===== src/rtl/seq_bcd_encoder_if.sv =====
// Handshake and result bus for seq_bcd_encoder.
// master: the requester (drives start/number); slave: the encoder.
interface seq_bcd_encoder_if #(
    parameter int unsigned WIDTH  = 8,
    parameter int unsigned DIGITS = 3
);
    logic                  start;
    logic [WIDTH-1:0]      number;
    logic                  busy;
    logic                  done;
    logic [3:0]            sign;
    logic [4*DIGITS-1:0]   digits;
    logic                  overflow;

    modport master (
        output start, number,
        input  busy, done, sign, digits, overflow
    );

    modport slave (
        input  start, number,
        output busy, done, sign, digits, overflow
    );
endinterface


===== src/rtl/seq_bcd_encoder.sv =====
// seq_bcd_encoder: iterative double-dabble binary-to-BCD converter.
// One input bit is consumed per clock; a conversion takes WIDTH+2 cycles
// from accepted start to the cycle after the done pulse.
// Optional feature macro: BCD_LZ_BLANK_EN (blank leading zero digits as 14).
// The interface instance must use the same WIDTH/DIGITS as this module.
module seq_bcd_encoder #(
    parameter int unsigned WIDTH  = 8,
    parameter int unsigned DIGITS = 3,
    parameter bit          SIGNED = 1'b1
) (
    input  logic              clk,
    input  logic              rst,
    seq_bcd_encoder_if.slave  bus
);
    localparam int unsigned BW = 4 * DIGITS;
    localparam int unsigned CW = (WIDTH > 1) ? $clog2(WIDTH) : 1;

    typedef enum logic [1:0] {
        IDLE  = 2'd0,
        SHIFT = 2'd1,
        DONE  = 2'd2
    } state_t;

    state_t          state_q, state_d;
    logic [WIDTH-1:0] mag_q, mag_d;
    logic            neg_q, neg_d;
    logic [BW-1:0]   scr_q, scr_d;
    logic            ovf_q, ovf_d;
    logic [CW-1:0]   cnt_q, cnt_d;
    logic            busy_q, busy_d;
    logic            done_q, done_d;
    logic [3:0]      sign_q, sign_d;
    logic [BW-1:0]   dig_q, dig_d;
    logic            ovfo_q, ovfo_d;

    logic            neg_in;
    logic [WIDTH-1:0] mag_in;
    logic [BW-1:0]   adj;
    logic [BW-1:0]   dig_fmt;
`ifdef BCD_LZ_BLANK_EN
    logic            lead;
`endif

    // Input magnitude; the most-negative value negates to itself, which is
    // exactly its magnitude when read as unsigned.
    always_comb begin
        neg_in = SIGNED && bus.number[WIDTH-1];
        mag_in = neg_in ? ('0 - bus.number) : bus.number;
    end

    // Add-3 correction on every scratch digit that is 5 or more.
    always_comb begin
        adj = scr_q;
        for (int unsigned i = 0; i < DIGITS; i++) begin
            if (scr_q[4*i +: 4] >= 4'd5) begin
                adj[4*i +: 4] = scr_q[4*i +: 4] + 4'd3;
            end
        end
    end

    // Output digit formatting applied when the result is registered.
    always_comb begin
        dig_fmt = scr_q;
`ifdef BCD_LZ_BLANK_EN
        lead = 1'b1;
        for (int unsigned i = DIGITS - 1; i >= 1; i--) begin
            if (lead && (scr_q[4*i +: 4] == 4'd0)) begin
                dig_fmt[4*i +: 4] = 4'hE;
            end else begin
                lead = 1'b0;
            end
        end
`endif
    end

    // Next-state and datapath updates for the conversion FSM.
    always_comb begin
        state_d = state_q;
        mag_d   = mag_q;
        neg_d   = neg_q;
        scr_d   = scr_q;
        ovf_d   = ovf_q;
        cnt_d   = cnt_q;
        busy_d  = busy_q;
        done_d  = 1'b0;
        sign_d  = sign_q;
        dig_d   = dig_q;
        ovfo_d  = ovfo_q;
        case (state_q)
            IDLE: begin
                if (bus.start) begin
                    mag_d   = mag_in;
                    neg_d   = neg_in;
                    scr_d   = '0;
                    ovf_d   = 1'b0;
                    cnt_d   = CW'(WIDTH - 1);
                    busy_d  = 1'b1;
                    state_d = SHIFT;
                end
            end
            SHIFT: begin
                scr_d = {adj[BW-2:0], mag_q[WIDTH-1]};
                mag_d = {mag_q[WIDTH-2:0], 1'b0};
                ovf_d = ovf_q | adj[BW-1];
                if (cnt_q == '0) begin
                    state_d = DONE;
                end else begin
                    cnt_d = cnt_q - CW'(1);
                end
            end
            DONE: begin
                dig_d   = dig_fmt;
                sign_d  = neg_q ? 4'hF : 4'hE;
                ovfo_d  = ovf_q;
                done_d  = 1'b1;
                busy_d  = 1'b0;
                state_d = IDLE;
            end
            default: begin
                state_d = IDLE;
            end
        endcase
    end

    // FSM state register.
    always_ff @(posedge clk or posedge rst) begin
        if (rst) begin
            state_q <= IDLE;
        end else begin
            state_q <= state_d;
        end
    end

    // Scratch datapath and registered outputs.
    always_ff @(posedge clk or posedge rst) begin
        if (rst) begin
            mag_q  <= '0;
            neg_q  <= 1'b0;
            scr_q  <= '0;
            ovf_q  <= 1'b0;
            cnt_q  <= '0;
            busy_q <= 1'b0;
            done_q <= 1'b0;
            sign_q <= 4'hE;
            dig_q  <= '0;
            ovfo_q <= 1'b0;
        end else begin
            mag_q  <= mag_d;
            neg_q  <= neg_d;
            scr_q  <= scr_d;
            ovf_q  <= ovf_d;
            cnt_q  <= cnt_d;
            busy_q <= busy_d;
            done_q <= done_d;
            sign_q <= sign_d;
            dig_q  <= dig_d;
            ovfo_q <= ovfo_d;
        end
    end

    assign bus.busy     = busy_q;
    assign bus.done     = done_q;
    assign bus.sign     = sign_q;
    assign bus.digits   = dig_q;
    assign bus.overflow = ovfo_q;

endmodule

===== src/flat_wrapper.sv =====
// flat-port wrapper written by rule: the top's interface ports become plain ports
module seq_bcd_encoder_flat 
#(
    parameter int unsigned WIDTH  = 8,
    parameter int unsigned DIGITS = 3,
    parameter bit          SIGNED = 1'b1
)
  (clk, rst, bus_start, bus_number, bus_busy, bus_done, bus_sign, bus_digits, bus_overflow);
  seq_bcd_encoder_if #(.WIDTH(WIDTH), .DIGITS(DIGITS)) bus_i ();
  input  logic clk;
  input  logic rst;
  input wire logic [$bits(bus_i.start)-1:0] bus_start;
  input wire logic [$bits(bus_i.number)-1:0] bus_number;
  output wire logic [$bits(bus_i.busy)-1:0] bus_busy;
  output wire logic [$bits(bus_i.done)-1:0] bus_done;
  output wire logic [$bits(bus_i.sign)-1:0] bus_sign;
  output wire logic [$bits(bus_i.digits)-1:0] bus_digits;
  output wire logic [$bits(bus_i.overflow)-1:0] bus_overflow;
  assign bus_i.start = bus_start;
  assign bus_i.number = bus_number;
  assign bus_busy = bus_i.busy;
  assign bus_done = bus_i.done;
  assign bus_sign = bus_i.sign;
  assign bus_digits = bus_i.digits;
  assign bus_overflow = bus_i.overflow;
  seq_bcd_encoder #(.WIDTH(WIDTH), .DIGITS(DIGITS), .SIGNED(SIGNED)) u_core (.clk(clk), .rst(rst), .bus(bus_i));
endmodule

===== config.mk =====
export PLATFORM = sky130hd
export DESIGN_NAME = seq_bcd_encoder_flat
export DESIGN_NICKNAME = d
export VERILOG_FILES = /design/src/rtl/seq_bcd_encoder_if.sv /design/src/rtl/seq_bcd_encoder.sv /design/src/flat_wrapper.sv
export SDC_FILE = /design/constraint.sdc
export NUM_CORES = 1
export LEC_CHECK = 0
export CORE_ASPECT_RATIO = 1.4
export CORE_MARGIN = 1
export CORE_UTILIZATION = 49
export DETAILED_ROUTE_END_ITERATION = 16
export GPL_ROUTABILITY_DRIVEN = 1
export GPL_TIMING_DRIVEN = 0
export PLACE_DENSITY = 0.76
export SLEW_MARGIN = 20
export SYNTH_ARGS = -nofsm -noshare
export SYNTH_HDL_FRONTEND = slang
export SYNTH_SLANG_ARGS = --single-unit

===== constraint.sdc =====
create_clock -name clk -period 1.45 [get_ports clk]
set_input_delay 0.435 -clock clk [delete_from_list [all_inputs] [get_ports clk]]
set_output_delay 0.435 -clock clk [all_outputs]
set_load 0.01 [all_outputs]

==> summary.txt <==
Drt
  – Vias per inst: roughly 5.4
  – DRC violation total after the first TritonRoute iteration: 39
  – Final wirelength: between 4 and 5 mm
  – # DRC: 0
  – Vias: around 1600
  – WL/cell: approximately 15 um
  – Final ANT Viol Nets: 0
  – DRT Pass-1 Iters: 4

Power
  – Clock Power Share: around 17%
  – Sw Share: ~36%
  – NetSw: 2.07 mW
  – Pint: 3.65 mW
  – Leak: 1.36 nW
  – Logic pwr share: between 40% and 50%
  – Reg power frac: 35.5%
  – Peak supply drop: ~900 uV
  – Pwr Density: between 2000 and 2500 nW/um^2

Placed design
  – Post-Place Worst Slack: -497 ps
  – Final GP Congestion: just under 0.8
  – Port bufs: 25
  – DPL Wire Length: just under 3 mm
  – Area post-placement: approximately 2500 um^2

Hold path
  – Min-delay worst type: in2async

Setup path
  – CP arrival: about 1700 ps
  – Startpoint types: flip-flop
  – CP Capture Type: flip-flop
  – Critical path class: reg2reg
  – CP Max Fanout: 3
  – Reg-to-reg slack, setup: about 21 ps
  – Req. time, crit path: about 1700 ps

Synth
  – Ys Warns: 0
  – Synth Instances: 205
  – Synth Register Bits: between 40 and 50
  – Synth unique cells: 34
  – Syn_area_per_cell: between 10 and 15 um^2
  – Sequential area share after synthesis: between 50% and 60%
  – Synthesized cell area: roughly 2100 um^2

Die
  – FP Rows: 27
  – Initial core utilization: 52.3%
  – Die extent in y: roughly 80 um
  – Core area: a little over 4000 um^2
  – I/O pin total: 30
  – DIE WIDTH: between 50 and 60 um
  – Die ar.: around 4600 um^2

Clock network
  – Total CTS buffers: 5
  – Clk sinks: 43
  – Worst skew pair latency: 300 ps
  – CTS clk-pin slew, worst paths: approximately 80 ps
  – CTS root buf: clkbuf_8
  – Clock buffer depth: 2
  – CTS Hold Bufs: 0
  – CTS tree: yes
  – Htree depth: 2

Timing
  – Setup TNS: 0 ps
  – Final worst slack: slightly above 20 ps
  – Final setup vio count: 0
  – Tcrit/Tclk final: between 90% and 100%
  – Pins Over Slew Limit: 0
  – Crit path time final: between 1000 and 1500 ps
  – Clock Skews: between 5 and 6 ps
  – RSZ-0062 raised after global routing: true
  – Hold Vio Cnt, Final: 0
  – Hold Slack: 427 ps
  – Fmax: 700 MHz

GRT
  – Pin count of the biggest net entering global routing: 29
  – Initial antenna violation count: 0
  – First-pass GRT wire length: 7.38 mm
  – Total GRT Usage: 21.5%
  – Remaining global-route overflow: 0
  – Number of global-route vias before repair: between 1500 and 2000

Flow run
  – Max-cap violations: 0

Cells and area
  – Proportion of layout cells with a drive suffix above 1: between 30% and 40%
  – Ant diodes: 0
  – Layout Utilization: between 70% and 80%
  – Register area: between 1000 and 1500 um^2
  – Nets: between 200 and 300
  – Area of the multi-input gates: 1100 um^2
  – Final Instance Area: ~2800 um^2
  – FILL cells: 322
  – Area added between synthesis and finish: 34.0%

Run status
  – Status: complete, no violations
per-layer routing:
layer / wire length [um] / track usage [%] / up-vias
met5: 0 / 0 / -
met4: 82 / 8.05 / 0
met3: 130 / 5.35 / 9
met2: 2420 / 39.4 / 34
met1: 1820 / 23.4 / 786
li1: - / - / 805
power by group through the flow:
stage | combinational (mW) | clock [mW] | sequential (mW)
after floorplan | 1.38 | 0 | 2.02
after global routing | 3.00 | 1.04 | 2.10
after CTS | 2.39 | 0.979 | 2.01
after global placement | 2.02 | 0 | 2.01
final | 2.73 | 0.965 | 2.03
after detailed placement | 2.09 | 0 | 2.03
final cells by class:
type                    instances  share of cell area [%]
clock buffers                   6                    2.91
multi-input cells             139                    38.7
plain buffers                  11                    2.56
well taps                      43                    1.89
repair buffers                 43                    13.0
inverters                      14                    1.85
flip-flops and latches         43                    37.9
clock inverters                 2                    1.23
synth_stat cells (all sizes together):
cell type | n | share of area [%]
dfrtp | 43 | 51
o21ai | 31 | 7.7
nand2 | 22 | 3.9
inv | 14 | 2.5
mux2 | 11 | 5.8
buf | 10 | 2.8
ha | 9 | 5.3
nor2 | 8 | 1.4
nand3 | 7 | 1.7
a21oi | 6 | 1.4
nand2b | 6 | 1.8
a22oi | 5 | 1.8
xnor2 | 5 | 2.1
a22o | 4 | 1.7
xor2 | 4 | 1.7
nor2b | 3 | 1.0
nor3b | 3 | 1.3
o31ai | 3 | 1.7
a2bb2oi | 2 | 0.83
a21boi | 1 | 0.35
a221o | 1 | 0.47
a32oi | 1 | 0.41
and2 | 1 | 0.30
clkbuf | 1 | 0.18
conb | 1 | 0.18
nor3 | 1 | 0.24
nor4 | 1 | 0.30
or3 | 1 | 0.53
through the flow:
stage | total power, mW | instances
after floorplan | 3.41 | 207
after global placement | 4.03 | 275
after detailed placement | 4.12 | 276
after CTS | 5.39 | 293
after global routing | 6.13 | 301
final | 5.73 | 301
path summary, 6_finish.rpt:
check / startpoint / to / cells past startpoint
setup / recovery: u_core.dig_fmt[8] / u_core.dig_fmt[10] / 5
hold / removal: rst / u_core.dig_fmt[10] / 2
setup reg to reg: u_core.dig_fmt[8] / u_core.dig_fmt[10] / 5
hold reg to reg: u_core.cnt_q[0] / u_core.cnt_q[0] / 1
max in group asynchronous: rst / u_core.state_q[1] / 3
min in group clk: bus_number[7] / u_core.neg_q / 3
state kept, by name (all words and copies together), names as in the netlist:
signal and count:
u_core.dig_fmt 12, u_core.bus.digits 12, u_core.state_q 2, u_core.ovf_q 1, u_core.mag_q 8, u_core.bus.sign 1, u_core.neg_q 1, u_core.cnt_q 3
u_core.bus.busy 1, u_core.bus.overflow 1, u_core.bus.done 1
what timing repair did:
action                                  CTS  global route
resized for setup                        46            25
endpoints found under the setup margin   31            21
pin swaps                                 4             5
buffers inserted                          9             8
critical path, cell delays in order, from the launching register on:
cell and delay [ps]:
dfrtp_1 420, ha_2 190, nand2b_4 140, a21oi_4 170
mux2_4 310, o21ai_1 120
kinds of logic after synthesis:
kind of cell	synth area share [%]
flip-flops	50.8
multiplexers	5.84
AND/OR/NAND/NOR	12.4
adder cells (fa/ha/maj)	5.31
buffers and inverters	5.49
XOR/XNOR	3.72
other	0.177
AO/OA/AOI/OAI	16.3
layout by cell type, fill, tap and decap left out, drive strengths merged, types with 5 or more instances in the layout:
master,netlist,final
a21oi,6,6
a22oi,5,5
buf,10,27
clkbuf,1,10
dfrtp,43,43
dlygate4sd2,0,19
ha,9,9
inv,14,14
mux2,11,11
nand2,22,22
nand2b,6,6
nand3,7,7
nor2,8,8
o21ai,31,31
xnor2,5,5
(Power assumes the default switching activity.)
